<file path="src/rtl/router_pkg.sv">
// rtl/router_pkg.sv - shared types, header layout and limits for the router packet transmitter
package router_pkg;

  typedef enum logic [2:0] {
    ST_IDLE    = 3'd0,
    ST_HEADER  = 3'd1,
    ST_PAYLOAD = 3'd2,
    ST_PARITY  = 3'd3,
    ST_DONE    = 3'd4
  } tx_state_e;

  localparam logic [1:0] ADDR_INVALID = 2'b11;

  localparam int HDR_LEN_MSB  = 7;
  localparam int HDR_LEN_LSB  = 2;
  localparam int HDR_ADDR_MSB = 1;
  localparam int HDR_ADDR_LSB = 0;

  localparam int MAX_PAYLOAD = 63;

  function automatic logic [7:0] make_header(input logic [5:0] len, input logic [1:0] addr);
    logic [7:0] h;
    h = '0;
    h[HDR_LEN_MSB:HDR_LEN_LSB]   = len;
    h[HDR_ADDR_MSB:HDR_ADDR_LSB] = addr;
    return h;
  endfunction

endpackage

</file>
<file path="src/rtl/router_pkt_tx_if.sv">
// rtl/router_pkt_tx_if.sv - request, payload-source and router-side signals of the transmitter
// Optional port inj_par_err exists only when ROUTER_TX_PARITY_INJ_EN is defined.
interface router_pkt_tx_if;
  logic       start;
  logic [1:0] dest_addr;
  logic [5:0] payload_len;
`ifdef ROUTER_TX_PARITY_INJ_EN
  logic       inj_par_err;
`endif
  logic [7:0] pl_data;
  logic       pl_valid;
  logic       pl_ready;
  logic       busy_in;
  logic [7:0] data_out;
  logic       pkt_valid;
  logic       tx_busy;
  logic       done;
  logic       err;
  logic       underrun;

  modport master (
`ifdef ROUTER_TX_PARITY_INJ_EN
    output inj_par_err,
`endif
    output start, dest_addr, payload_len, pl_data, pl_valid, busy_in,
    input  pl_ready, data_out, pkt_valid, tx_busy, done, err, underrun
  );

  modport slave (
`ifdef ROUTER_TX_PARITY_INJ_EN
    input  inj_par_err,
`endif
    input  start, dest_addr, payload_len, pl_data, pl_valid, busy_in,
    output pl_ready, data_out, pkt_valid, tx_busy, done, err, underrun
  );
endinterface

</file>
<file path="src/rtl/router_parity_acc.sv">
// rtl/router_parity_acc.sv - 8-bit XOR accumulator; clear with enable loads the byte directly
module router_parity_acc (
  input  logic       clk,
  input  logic       rst,
  input  logic       clear_i,
  input  logic       en_i,
  input  logic [7:0] byte_i,
  output logic [7:0] acc_o
);
  logic [7:0] acc_q, acc_d;

  always_comb begin
    acc_d = acc_q;
    if (clear_i)   acc_d = en_i ? byte_i : 8'h00;
    else if (en_i) acc_d = acc_q ^ byte_i;
  end

  always_ff @(posedge clk) begin
    if (!rst) acc_q <= 8'h00;
    else      acc_q <= acc_d;
  end

  assign acc_o = acc_q;
endmodule

</file>
<file path="src/rtl/router_pkt_tx.sv">
// rtl/router_pkt_tx.sv - sends header, payload and XOR parity byte to a router port
// Optional parity error injection via ROUTER_TX_PARITY_INJ_EN.
module router_pkt_tx
  import router_pkg::*;
(
  input  logic           clk,
  input  logic           rst,
  router_pkt_tx_if.slave tx
);
  localparam int REM_W = $clog2(MAX_PAYLOAD + 1);

  tx_state_e        state_q, state_d;
  logic [REM_W-1:0] remaining_q, remaining_d;
  logic [7:0]       data_q, data_d;
  logic             pkt_valid_q, pkt_valid_d;
  logic             err_q, err_d;
  logic             underrun_q, underrun_d;
  logic             start_ok, accept, fetch;
  logic [7:0]       hdr_byte, fetch_byte, par_byte, acc;
  logic             acc_clr, acc_en;
  logic [7:0]       acc_in;

  assign hdr_byte   = make_header(tx.payload_len, tx.dest_addr);
  assign fetch_byte = tx.pl_valid ? tx.pl_data : 8'h00;
  assign start_ok   = (state_q == ST_IDLE) && tx.start && (tx.payload_len != '0)
                      && (tx.dest_addr != ADDR_INVALID);
  assign accept     = (state_q inside {ST_HEADER, ST_PAYLOAD, ST_PARITY}) && !tx.busy_in;
  assign fetch      = accept && ((state_q == ST_HEADER) ||
                      ((state_q == ST_PAYLOAD) && (remaining_q > REM_W'(1))));

`ifdef ROUTER_TX_PARITY_INJ_EN
  logic inj_q;
  always_ff @(posedge clk) begin
    if (!rst)          inj_q <= 1'b0;
    else if (start_ok) inj_q <= tx.inj_par_err;
  end
  assign par_byte = acc ^ {8{inj_q}};
`else
  assign par_byte = acc;
`endif

  // The accumulator restarts with the header so parity covers it without an extra cycle.
  assign acc_clr = start_ok;
  assign acc_en  = start_ok || fetch;
  assign acc_in  = start_ok ? hdr_byte : fetch_byte;

  router_parity_acc u_parity (
    .clk    (clk),
    .rst    (rst),
    .clear_i(acc_clr),
    .en_i   (acc_en),
    .byte_i (acc_in),
    .acc_o  (acc)
  );

  always_ff @(posedge clk) begin
    if (!rst) state_q <= ST_IDLE;
    else      state_q <= state_d;
  end

  always_comb begin
    state_d = state_q;
    case (state_q)
      ST_IDLE:    if (start_ok) state_d = ST_HEADER;
      ST_HEADER:  if (accept) state_d = ST_PAYLOAD;
      ST_PAYLOAD: if (accept && (remaining_q == REM_W'(1))) state_d = ST_PARITY;
      ST_PARITY:  if (accept) state_d = ST_DONE;
      ST_DONE:    state_d = ST_IDLE;
      default:    state_d = ST_IDLE;
    endcase
  end

  always_comb begin
    data_d      = data_q;
    pkt_valid_d = pkt_valid_q;
    remaining_d = remaining_q;
    underrun_d  = underrun_q;
    err_d       = 1'b0;
    if ((state_q == ST_IDLE) && tx.start) begin
      if (start_ok) begin
        data_d      = hdr_byte;
        pkt_valid_d = 1'b1;
        remaining_d = tx.payload_len;
        underrun_d  = 1'b0;
      end else begin
        err_d = 1'b1;
      end
    end
    if (fetch) begin
      data_d = fetch_byte;
      if (!tx.pl_valid) underrun_d = 1'b1;
    end
    if (accept && (state_q == ST_PAYLOAD)) begin
      remaining_d = remaining_q - REM_W'(1);
      if (remaining_q == REM_W'(1)) begin
        data_d      = par_byte;
        pkt_valid_d = 1'b0;
      end
    end
    if (accept && (state_q == ST_PARITY)) data_d = 8'h00;
  end

  always_ff @(posedge clk) begin
    if (!rst) begin
      data_q      <= 8'h00;
      pkt_valid_q <= 1'b0;
      remaining_q <= '0;
      err_q       <= 1'b0;
      underrun_q  <= 1'b0;
    end else begin
      data_q      <= data_d;
      pkt_valid_q <= pkt_valid_d;
      remaining_q <= remaining_d;
      err_q       <= err_d;
      underrun_q  <= underrun_d;
    end
  end

  assign tx.pl_ready  = rst && fetch;
  assign tx.tx_busy   = rst && (state_q != ST_IDLE);
  assign tx.done      = (state_q == ST_DONE);
  assign tx.data_out  = data_q;
  assign tx.pkt_valid = pkt_valid_q;
  assign tx.err       = err_q;
  assign tx.underrun  = underrun_q;
endmodule

</file>
<file path="src/flat_wrapper.sv">
// flat-port wrapper written by rule: the top's interface ports become plain ports
module router_pkt_tx_flat import router_pkg::*;
  (clk, rst, tx_start, tx_dest_addr, tx_payload_len, tx_pl_data, tx_pl_valid, tx_busy_in, tx_pl_ready, tx_data_out, tx_pkt_valid, tx_tx_busy, tx_done, tx_err, tx_underrun);
  router_pkt_tx_if tx_i ();
  input  logic clk;
  input  logic rst;
  input wire logic [$bits(tx_i.start)-1:0] tx_start;
  input wire logic [$bits(tx_i.dest_addr)-1:0] tx_dest_addr;
  input wire logic [$bits(tx_i.payload_len)-1:0] tx_payload_len;
  input wire logic [$bits(tx_i.pl_data)-1:0] tx_pl_data;
  input wire logic [$bits(tx_i.pl_valid)-1:0] tx_pl_valid;
  input wire logic [$bits(tx_i.busy_in)-1:0] tx_busy_in;
  output wire logic [$bits(tx_i.pl_ready)-1:0] tx_pl_ready;
  output wire logic [$bits(tx_i.data_out)-1:0] tx_data_out;
  output wire logic [$bits(tx_i.pkt_valid)-1:0] tx_pkt_valid;
  output wire logic [$bits(tx_i.tx_busy)-1:0] tx_tx_busy;
  output wire logic [$bits(tx_i.done)-1:0] tx_done;
  output wire logic [$bits(tx_i.err)-1:0] tx_err;
  output wire logic [$bits(tx_i.underrun)-1:0] tx_underrun;
  assign tx_i.start = tx_start;
  assign tx_i.dest_addr = tx_dest_addr;
  assign tx_i.payload_len = tx_payload_len;
  assign tx_i.pl_data = tx_pl_data;
  assign tx_i.pl_valid = tx_pl_valid;
  assign tx_i.busy_in = tx_busy_in;
  assign tx_pl_ready = tx_i.pl_ready;
  assign tx_data_out = tx_i.data_out;
  assign tx_pkt_valid = tx_i.pkt_valid;
  assign tx_tx_busy = tx_i.tx_busy;
  assign tx_done = tx_i.done;
  assign tx_err = tx_i.err;
  assign tx_underrun = tx_i.underrun;
  router_pkt_tx u_core (.clk(clk), .rst(rst), .tx(tx_i));
endmodule
</file>
<file path="config.mk">
export PLATFORM = sky130hd
export DESIGN_NAME = router_pkt_tx_flat
export DESIGN_NICKNAME = d
export VERILOG_FILES = /design/src/rtl/router_pkg.sv /design/src/rtl/router_pkt_tx_if.sv /design/src/rtl/router_parity_acc.sv /design/src/rtl/router_pkt_tx.sv /design/src/flat_wrapper.sv
export SDC_FILE = /design/constraint.sdc
export NUM_CORES = 1
export LEC_CHECK = 0
export CORE_MARGIN = 2
export CORE_UTILIZATION = 25
export CTS_BUF_LIST = sky130_fd_sc_hd__clkbuf_8
export CTS_CLUSTER_DIAMETER = 80
export CTS_CLUSTER_SIZE = 8
export DETAILED_ROUTE_END_ITERATION = 16
export GPL_TIMING_DRIVEN = 0
export REMOVE_ABC_BUFFERS = 1
export SYNTH_ARGS = -nofsm -noshare
export SYNTH_HDL_FRONTEND = slang
export SYNTH_SLANG_ARGS = --single-unit
</file>
<file path="constraint.sdc">
create_clock -name clk -period 3.1 [get_ports clk]
set_clock_uncertainty 0.1 [all_clocks]
set_input_delay 0.93 -clock clk [delete_from_list [all_inputs] [get_ports clk]]
set_output_delay 0.93 -clock clk [all_outputs]
set_load 0.01 [all_outputs]
</file>
**Yosys cells after proc, flatten, opt, wreduce, memory -nomap -nowiden**

Index checks and enable logic that the tools add are counted.

- Divide/modulo/power cells: 0
- Multiplexer cells: 27
- Multiply operators: 0
- Bitwise operators: 2
- Reductions and logical operators: 25
- Shifts and indexed selects: 0
- Magnitude comparators: 1
- Add/sub/neg operators: 1
- Eq/ne operators: 10

Operators by type and width:

| kind | count |
|---|---|
| 2-to-1 mux 8 bit | 10 |
| 2-to-1 mux 6 bit | 3 |
| 2-to-1 mux 3 bit | 4 |
| case mux 3 bit (4 select lines) | 1 |
| logical AND 1 bit | 11 |
| 2-to-1 mux 1 bit | 9 |
| bitwise XOR 8 bit | 1 |
| == test 3 x 2 -> 1 bit (second input constant) | 2 |
| == test 6 x 1 -> 1 bit (second input constant) | 1 |
| > comparator 6 x 1 -> 1 bit (second input constant) | 1 |
| != test 2 x 1 -> 1 bit (second input constant) | 3 |
| nonzero test 2 bit | 3 |
| nonzero test 3 bit | 2 |
| nonzero test 6 bit | 1 |
| subtractor 6 x 1 -> 6 bit (second input constant) | 1 |
| != test 2 bit (second input constant) | 2 |
| AND reduction 2 bit | 2 |
| AND reduction 4 bit | 1 |
| == test 3 x 1 -> 1 bit (second input constant) | 1 |
| == test 3 bit (second input constant) | 1 |
| zero test 3 bit | 1 |
| logical OR 1 bit | 2 |
| OR reduction 2 bit | 1 |
| zero test 1 bit | 1 |
| NOT 1 bit | 1 |

- Memory bits (read-only): 0
- Memories kept: 0
- Input port bits: 21
- Bits in latches: 0
- Flip-flop bits (word level): 28
- Memory bits (writable): 0
- Output and inout bits: 14
- Logic and storage cells: 73

**Longest topological paths before layout**

Gate-level depths: netlist of the first run.

- Depth after elaboration: 9
- Depth in mapped cells: 8
- Gate-level depth less buffers: 7

**Hierarchy**

Synthesis of the first run repeated with hierarchy kept, for this count alone.

- Cells, all modules: 187
- Area, all modules: 1596.5 um2

By module, submodules not included:

| module | instances | area an instance (um2) | cells each | sequential area each (um2) |
|---|---|---|---|---|
| router_pkt_tx | 1 | 1226.2 | 146 | 400.4 |
| router_parity_acc | 1 | 370.4 | 41 | 160.2 |

**Worst setup path after synthesis of the first run**

OpenSTA, ideal clock, no wires.

- Path kind: input port to output port
- Start point: input rst
- End point: output tx_pl_ready
- Path slack: 0.354 ns
- Buffers on the path: 2
- Stages on the path: 4
- Data arrival time: 1.716 ns
- Required time: 2.070 ns
- Cells stage by stage: inv_1 > clkbuf_1 > clkbuf_1 > nor2_1

- Word-level cells in the longest chain between the ends: 1

Ends and longest elaborated chain:

| what | line | source |
|---|---|---|
| start, declared | flat_wrapper.sv:6 | `input logic rst;` |
| logical AND 1 bit | router_pkt_tx.sv:119 | `assign tx.pl_ready = rst && fetch;` |
| end, declared | flat_wrapper.sv:13 | `output wire logic [$bits(tx_i.pl_ready)-1:0] tx_pl_ready;` |

No other way between the ends.

**Final worst setup path of the first run**

- Start point: input rst
- End point: output tx_tx_busy

- Word-level cells in the longest chain between the ends: 1

Ends and longest elaborated chain:

| what | line | source |
|---|---|---|
| logical AND 1 bit | router_pkt_tx.sv:120 | `assign tx.tx_busy = rst && (state_q != ST_IDLE);` |
| end, declared | flat_wrapper.sv:16 | `output wire logic [$bits(tx_i.tx_busy)-1:0] tx_tx_busy;` |

No other way between the ends.

==> results of run 1 <==
## cells in the mapped netlist, types with 2 or more instances
| cell | instances | share of area (%) |
|---|---|---|
| dfxtp_1 | 28 | 36 |
| nand3b_1 | 2 | 0.96 |
| a221o_1 | 2 | 1.3 |
| a21oi_1 | 11 | 3.5 |
| a211oi_1 | 5 | 2.4 |
| nor2_1 | 17 | 4.1 |
| nor3_1 | 9 | 2.9 |
| ha_1 | 2 | 1.6 |
| and2_1 | 3 | 1.2 |
| xor2_1 | 3 | 1.7 |
| nand3_1 | 9 | 2.9 |
| or3_1 | 2 | 0.80 |
| or3_4 | 2 | 1.4 |
| nor2b_1 | 2 | 0.80 |
| buf_2 | 4 | 1.3 |
| a31oi_1 | 6 | 2.4 |
| clkbuf_1 | 3 | 0.72 |
| xnor2_1 | 3 | 1.7 |
| o21a_1 | 2 | 0.96 |
| a32o_1 | 5 | 3.2 |
| o21ai_0 | 8 | 2.6 |
| inv_1 | 3 | 0.72 |
| nand2_1 | 24 | 5.8 |
## area by class of cell
cell class,instances,area [um2],area share [%]
clock buffers,3,41.3,2.02
inverters,3,15.0,0.736
multi-input cells,142,945,46.3
flip-flops and latches,28,561,27.5
well taps,75,93.8,4.60
repair buffers,39,379,18.6
repair inverters,1,5.00,0.245
## registers in the layout, indices dropped and copies added (netlist names)
| name | flops |
|---|---|
| u_core.remaining_q | 6 |
| u_core.state_q | 3 |
| u_core.tx.data_out | 8 |
| u_core.tx.err | 1 |
| u_core.tx.pkt_valid | 1 |
| u_core.tx.underrun | 1 |
| u_core.u_parity.acc_o | 8 |
## worst register-to-register path: stages, from the launching register on
cell and delay (ps):
dfxtp_1 440, nor4b_2 450, and2_2 450, nand2_8 180
a221o_1 330, a32o_1 250
## through the flow
stage	instances	TNS (ps)	setup slack [ps]	area [um2]
2_1_floorplan	173	0	474	1500
3_3_place_gp	282	-2200	-756	1930
3_5_place_dp	282	-2380	-776	1930
4_1_cts	290	0	30.1	2030
5_1_grt	291	0	39.9	2040
6_report	291	0	108	2040
## per-layer routing
layer	routed length, um	up-vias
met5	0	-
met4	10	0
met3	174	2
met2	2190	43
met1	1990	706
li1	-	746
## timing repair
action,in CTS,in global routing
setup endpoints to repair,3,1
buffers inserted,4,1
pin swaps,1,0
cloned,1,0
gates resized for setup,12,0
## path summary, 6_finish.rpt
path	to	slack [ps]	depth (start not counted)
setup / recovery	tx_tx_busy	110	4
hold / removal	u_core.tx.data_out[1]	400	2
setup reg to reg	u_core.tx.data_out[4]	810	5
hold reg to reg	u_core.tx.data_out[1]	400	2
## cell families after synthesis
group / share of synthesized area, %
AND/OR/NAND/NOR: 29.9
AO/OA/AOI/OAI: 24.4
flip-flops: 35.9
buffers and inverters: 4.88
XOR/XNOR: 3.36
adder cells (fa/ha/maj): 1.60
## power breakdown
group | leakage [nW] | total [mW] | switching [mW] | internal [mW]
combinational | 0.453 | 0.241 | 0.122 | 0.119
sequential | 0.230 | 0.420 | 0.0272 | 0.393
clock | 0.0216 | 0.203 | 0.115 | 0.0874
==> impl_metrics.csv, run 1 <==
group,metric,value,unit
clock_network,clk_latency,270,ps
route,antenna_left,0,
yosys,async_flop_share,0,%
outcome,status,"completed",
floorplan,fp.dieArea,0.00690,mm2
timing,final_max_slew_viol_count,0,
hold_path,hold_path.class,"flip-flop to flip-flop",
clock_network,cts_hold_buf,0,
cells_and_area,final_layout_size_suffix_gt1_share,13.4,%
clock_network,cts_tree,"yes",
power,peakVddDrop,0.000204,V
setup_path,critPathTopFamily,"buffers and inverters",
placed_design,hpwl,2930,um
floorplan,ios,35,
placed_design,globalplace.congestion,0.829,
global_routing,grt_max_degree,20,
floorplan,die_y,83.1,um
route,wire_per_inst,15.0,um
setup_path,cp.required,2070,ps
timing,finalSetupViolCount,0,
yosys,ys_warn_count,0,
power,finalPower,0.864,mW
setup_path,worstPathCellList,"clkdlybuf4s15_2 > clkinvlp_4 > nor2_1 > clkdlybuf4s50_1",
clock_network,cts-root-buf,"clkbuf_8",
global_routing,use_met1,17.0,%
clock_network,cts-buffers-inserted,3,
global_routing,overflow,0,
setup_path,startpoint,"rst",
floorplan,coreArea,0.00599,mm2
timing,whs,396,ps
power,p_leak,0.705,nW
cells_and_area,layout_commonest_cell,"clkdlybuf4s50_1",
cells_and_area,final_cell_mix,"clkdlybuf4s50_1 (31), dfxtp_1 (28), nand2_1 (24)",
setup_path,critPathMaxFanout,5,
global_routing,grtUsageMet3,1.19,%
cells_and_area,fillers,615,
timing,period_needed,2990,ps
timing,hold_viol,0,
clock_network,cts.sinks,28,
yosys,synth_area,0.00156,mm2
yosys,seq_area_frac_synth,35.9,%
yosys,synth-seq-cells,28,
route,drtIter0Drc,122,
power,p_per_area,424,mW/mm2
placed_design,port_buffers,34,
yosys,ys_types,51,
setup_path,critPathKind,"input port to output pin",
clock_network,clk_path_buf_depth,2,
route,drt_wl_total,4360,um
route,drc_errors,0,
yosys,syn_area_per_cell,8.54,um2
timing,period_share,96.5,%
global_routing,grt_pass1_wl,7020,um
setup_path,max_stage_delay,530,ps
clock_network,h-tree-depth,1,
route,vias,1497,
route,via_per_inst,5.14,
timing,slew_headroom,62.5,%
setup_path,end_kind,"output pin",
cells_and_area,layout.nets,241,
setup_path,start_kind,"input port",
global_routing,met2_usage,21.0,%
run,max-cap-violations,0,
setup_path,crit_buf_inv,3,
setup_path,cp.arrival,1960,ps
route,first_pass_iters,4,
timing,rsz0062_at_grt,"no",
cells_and_area,antenna_cells,0,
yosys,synth_edf_count,0,
floorplan,initial_utilization,26.1,%
global_routing,grtUsageTotal,12.3,%
global_routing,antenna_found_initial,0,
yosys,synth_flop_cell,"dfxtp_1",
clock_network,clkSlewWorstSetupHoldPaths,100,ps
floorplan,die_w,83.1,um
timing,max_freq,334,MHz
setup_path,slowest_stage,"clkdlybuf4s50_1",
hold_path,min-delay-start,"u_core.u_parity.acc_o[1]",
timing,worst_pin_slew,558,ps
global_routing,grt_pass1_vias,1351,
yosys,synthCells,183,
global_routing,top_usage_layer,"met2",
setup_path,worstReg2RegStart,"u_core.state_q[2]",
cells_and_area,final_core_util,34.0,%
floorplan,rows,28,
cells_and_area,syn_to_final_growth,30.5,%
(Power assumes the default switching activity.)
==> run 2: changes to the inputs <==
--- a/config.mk
+++ b/config.mk
@@ -7,11 +7,9 @@
 export LEC_CHECK = 0
 export CORE_MARGIN = 2
 export CORE_UTILIZATION = 25
-export CTS_BUF_LIST = sky130_fd_sc_hd__clkbuf_8
 export CTS_CLUSTER_DIAMETER = 80
-export CTS_CLUSTER_SIZE = 8
+export CTS_CLUSTER_SIZE = 20
 export DETAILED_ROUTE_END_ITERATION = 16
-export GPL_TIMING_DRIVEN = 0
 export REMOVE_ABC_BUFFERS = 1
 export SYNTH_ARGS = -nofsm -noshare
 export SYNTH_HDL_FRONTEND = slang
==> run 2 against run 1 <==
Effect of this change:
- via count rose by 2.7%
- hold slack got worse by 4.0 ps
- die area did not move
- combinational power barely moved
- count of clock-buffer cells in the layout rose by 1
- cell area rose by 2.1%
- first-iteration DRC count fell by 33%
- total power rose by 4.3%
- critical path type unchanged
- critical endpoint unchanged
- largest power group unchanged
==> impl_metrics.csv, run 2 (same netlist as run 1, synthesis figures left out) <==
group,metric,value,unit
outcome,status,"completed",
floorplan,die_w,83.1,um
cells_and_area,final_layout_size_suffix_gt1_share,15.6,%
hold_path,min_to,"u_core.tx.data_out[1]",
setup_path,slowest_stage,"clkdlybuf4s50_1",
setup_path,worstReg2RegStart,"u_core.state_q[2]",
hold_path,hold_path.class,"flip-flop to flip-flop",
setup_path,end_kind,"output pin",
global_routing,grt_pass1_wl,7330,um
global_routing,overflow,0,
setup_path,cp.required,2070,ps
route,drc_errors,0,
setup_path,start_kind,"input port",
route,vias,1537,
global_routing,grt_pass1_vias,1506,
timing,period_share,96.5,%
cells_and_area,instances_no_fill,299,
setup_path,rr_worst_depth,5,
timing,tns,0,ps
cells_and_area,antenna_cells,0,
hold_path,holdPathStages,2,
clock_network,h-tree-depth,1,
setup_path,cp.arrival,1960,ps
power,finalPower,0.901,mW
clock_network,cts-root-buf,"clkbuf_8",
clock_network,clk_latency,280,ps
placed_design,hpwl,3130,um
cells_and_area,layout_commonest_cell,"clkdlybuf4s50_1",
power,peakVddDrop,0.000182,V
timing,finalSetupViolCount,0,
placed_design,dpl.cell_count,295,
global_routing,grtUsageTotal,12.8,%
power,p_per_area,433,mW/mm2
route,antenna_left,0,
setup_path,worstPathCellList,"clkdlybuf4s50_1 > inv_1 > buf_4 > nor2_1 > dlygate4sd2_1",
setup_path,max_stage_delay,480,ps
setup_path,reg2reg_slack,1020,ps
setup_path,critPathMaxFanout,2,
floorplan,rows,28,
cells_and_area,syn_to_final_growth,33.3,%
placed_design,port_buffers,34,
route,wire_per_inst,14.8,um
global_routing,antenna_found_initial,0,
run,max-cap-violations,0,
route,drtIter0Drc,82,
floorplan,ios,35,
clock_network,clkSlewWorstSetupHoldPaths,100,ps
cells_and_area,final_cell_mix,"clkdlybuf4s50_1 (32), dfxtp_1 (28), nand2_1 (24)",
cells_and_area,layout.nets,248,
timing,final_max_slew_viol_count,0,
placed_design,placed_cell_area,0.00203,mm2
timing,hold_viol,0,
timing,worst_pin_slew,477,ps
floorplan,initial_utilization,26.1,%
global_routing,grt_max_degree,20,
floorplan,fp.dieArea,0.00690,mm2
floorplan,die_y,83.1,um
setup_path,r2r-end,"u_core.tx.data_out[4]",
cells_and_area,design_area,0.00208,mm2
hold_path,min-delay-start,"u_core.u_parity.acc_o[1]",
route,drt_wl_total,4420,um
clock_network,cts-buffers-inserted,3,
clock_network,cts_tree,"yes",
timing,period_needed,2990,ps
floorplan,coreArea,0.00599,mm2
setup_path,critPathKind,"input port to output pin",
route,first_pass_iters,4,
clock_network,clk_path_buf_depth,2,
power,p_leak,0.754,nW
placed_design,globalplace.congestion,0.829,
timing,slew_headroom,68.1,%
clock_network,cts.sinks,28,
route,via_per_inst,5.14,
timing,rsz0062_at_grt,"no",
timing,max_freq,334,MHz
-- run 2: cell count changes in the layout (fill, tap and decap cells not counted), sizes merged --
cell / previous run / this run
clkbuf: 3 / 5
clkdlybuf4s50: 31 / 32
clkinvlp: 2 / 0
buf: 5 / 13
clkdlybuf4s15: 2 / 0
inv: 2 / 3
-- run 2: how the worst max path moves through the flow --
stage,to,cells past startpoint,slack (ps),startpoint
2_1_floorplan,tx_pl_ready,3,470,tx_busy_in
3_3_place_gp,tx_pl_ready,5,-410,tx_busy_in
3_5_place_dp,tx_pl_ready,5,-380,tx_busy_in
4_1_cts,tx_pl_ready,5,-30,tx_busy_in
5_1_grt,tx_tx_busy,5,40,rst
6_report,tx_tx_busy,5,110,rst
-- run 2: area by class of cell --
type                    instances  area [um2]
clock buffers                   4        55.1
fillers                       614        3910
inverters                       3        11.3
multi-input cells             142         931
flip-flops and latches         28         561
well taps                      75        93.8
repair buffers                 47         432
-- run 2: per-layer routing --
layer	part of all wire (%)	track usage (%)	routed length, um	vias up
met1	49	16.5	2170	743
met5	0	0	0	-
li1	-	-	-	762
met2	47	22.0	2070	25
met4	1.9	4.77	82	0
met3	2.2	1.49	96	7
-- run 2: what timing repair did --
item | in CTS | in global routing
hold buffers | 0 | 0
buffers inserted | 0 | 0
resized for setup | 4 | 2
setup endpoints to repair | 2 | 1
-- run 2: report_power, final --
part | leakage (nW) | total, mW | internal, mW | switching, mW
Clock | 0.0288 | 0.239 | 0.114 | 0.125
Combinational | 0.495 | 0.243 | 0.123 | 0.120
Sequential | 0.230 | 0.420 | 0.393 | 0.0268
-- run 2: stage by stage --
stage	hold slack, ps	util (%)	worst slack [ps]
3_3_place_gp	369	33.9	-410
5_1_grt	409	34.8	35.8
3_5_place_dp	375	33.9	-381
4_1_cts	391	34.8	-30.9
2_1_floorplan	351	-	474
6_report	392	34.8	107
-- run 2: critical path: cells and delay by family --
kind                   cells  cell delay, ps
AND/OR/NAND/NOR            1              90
buffers and inverters      4             950
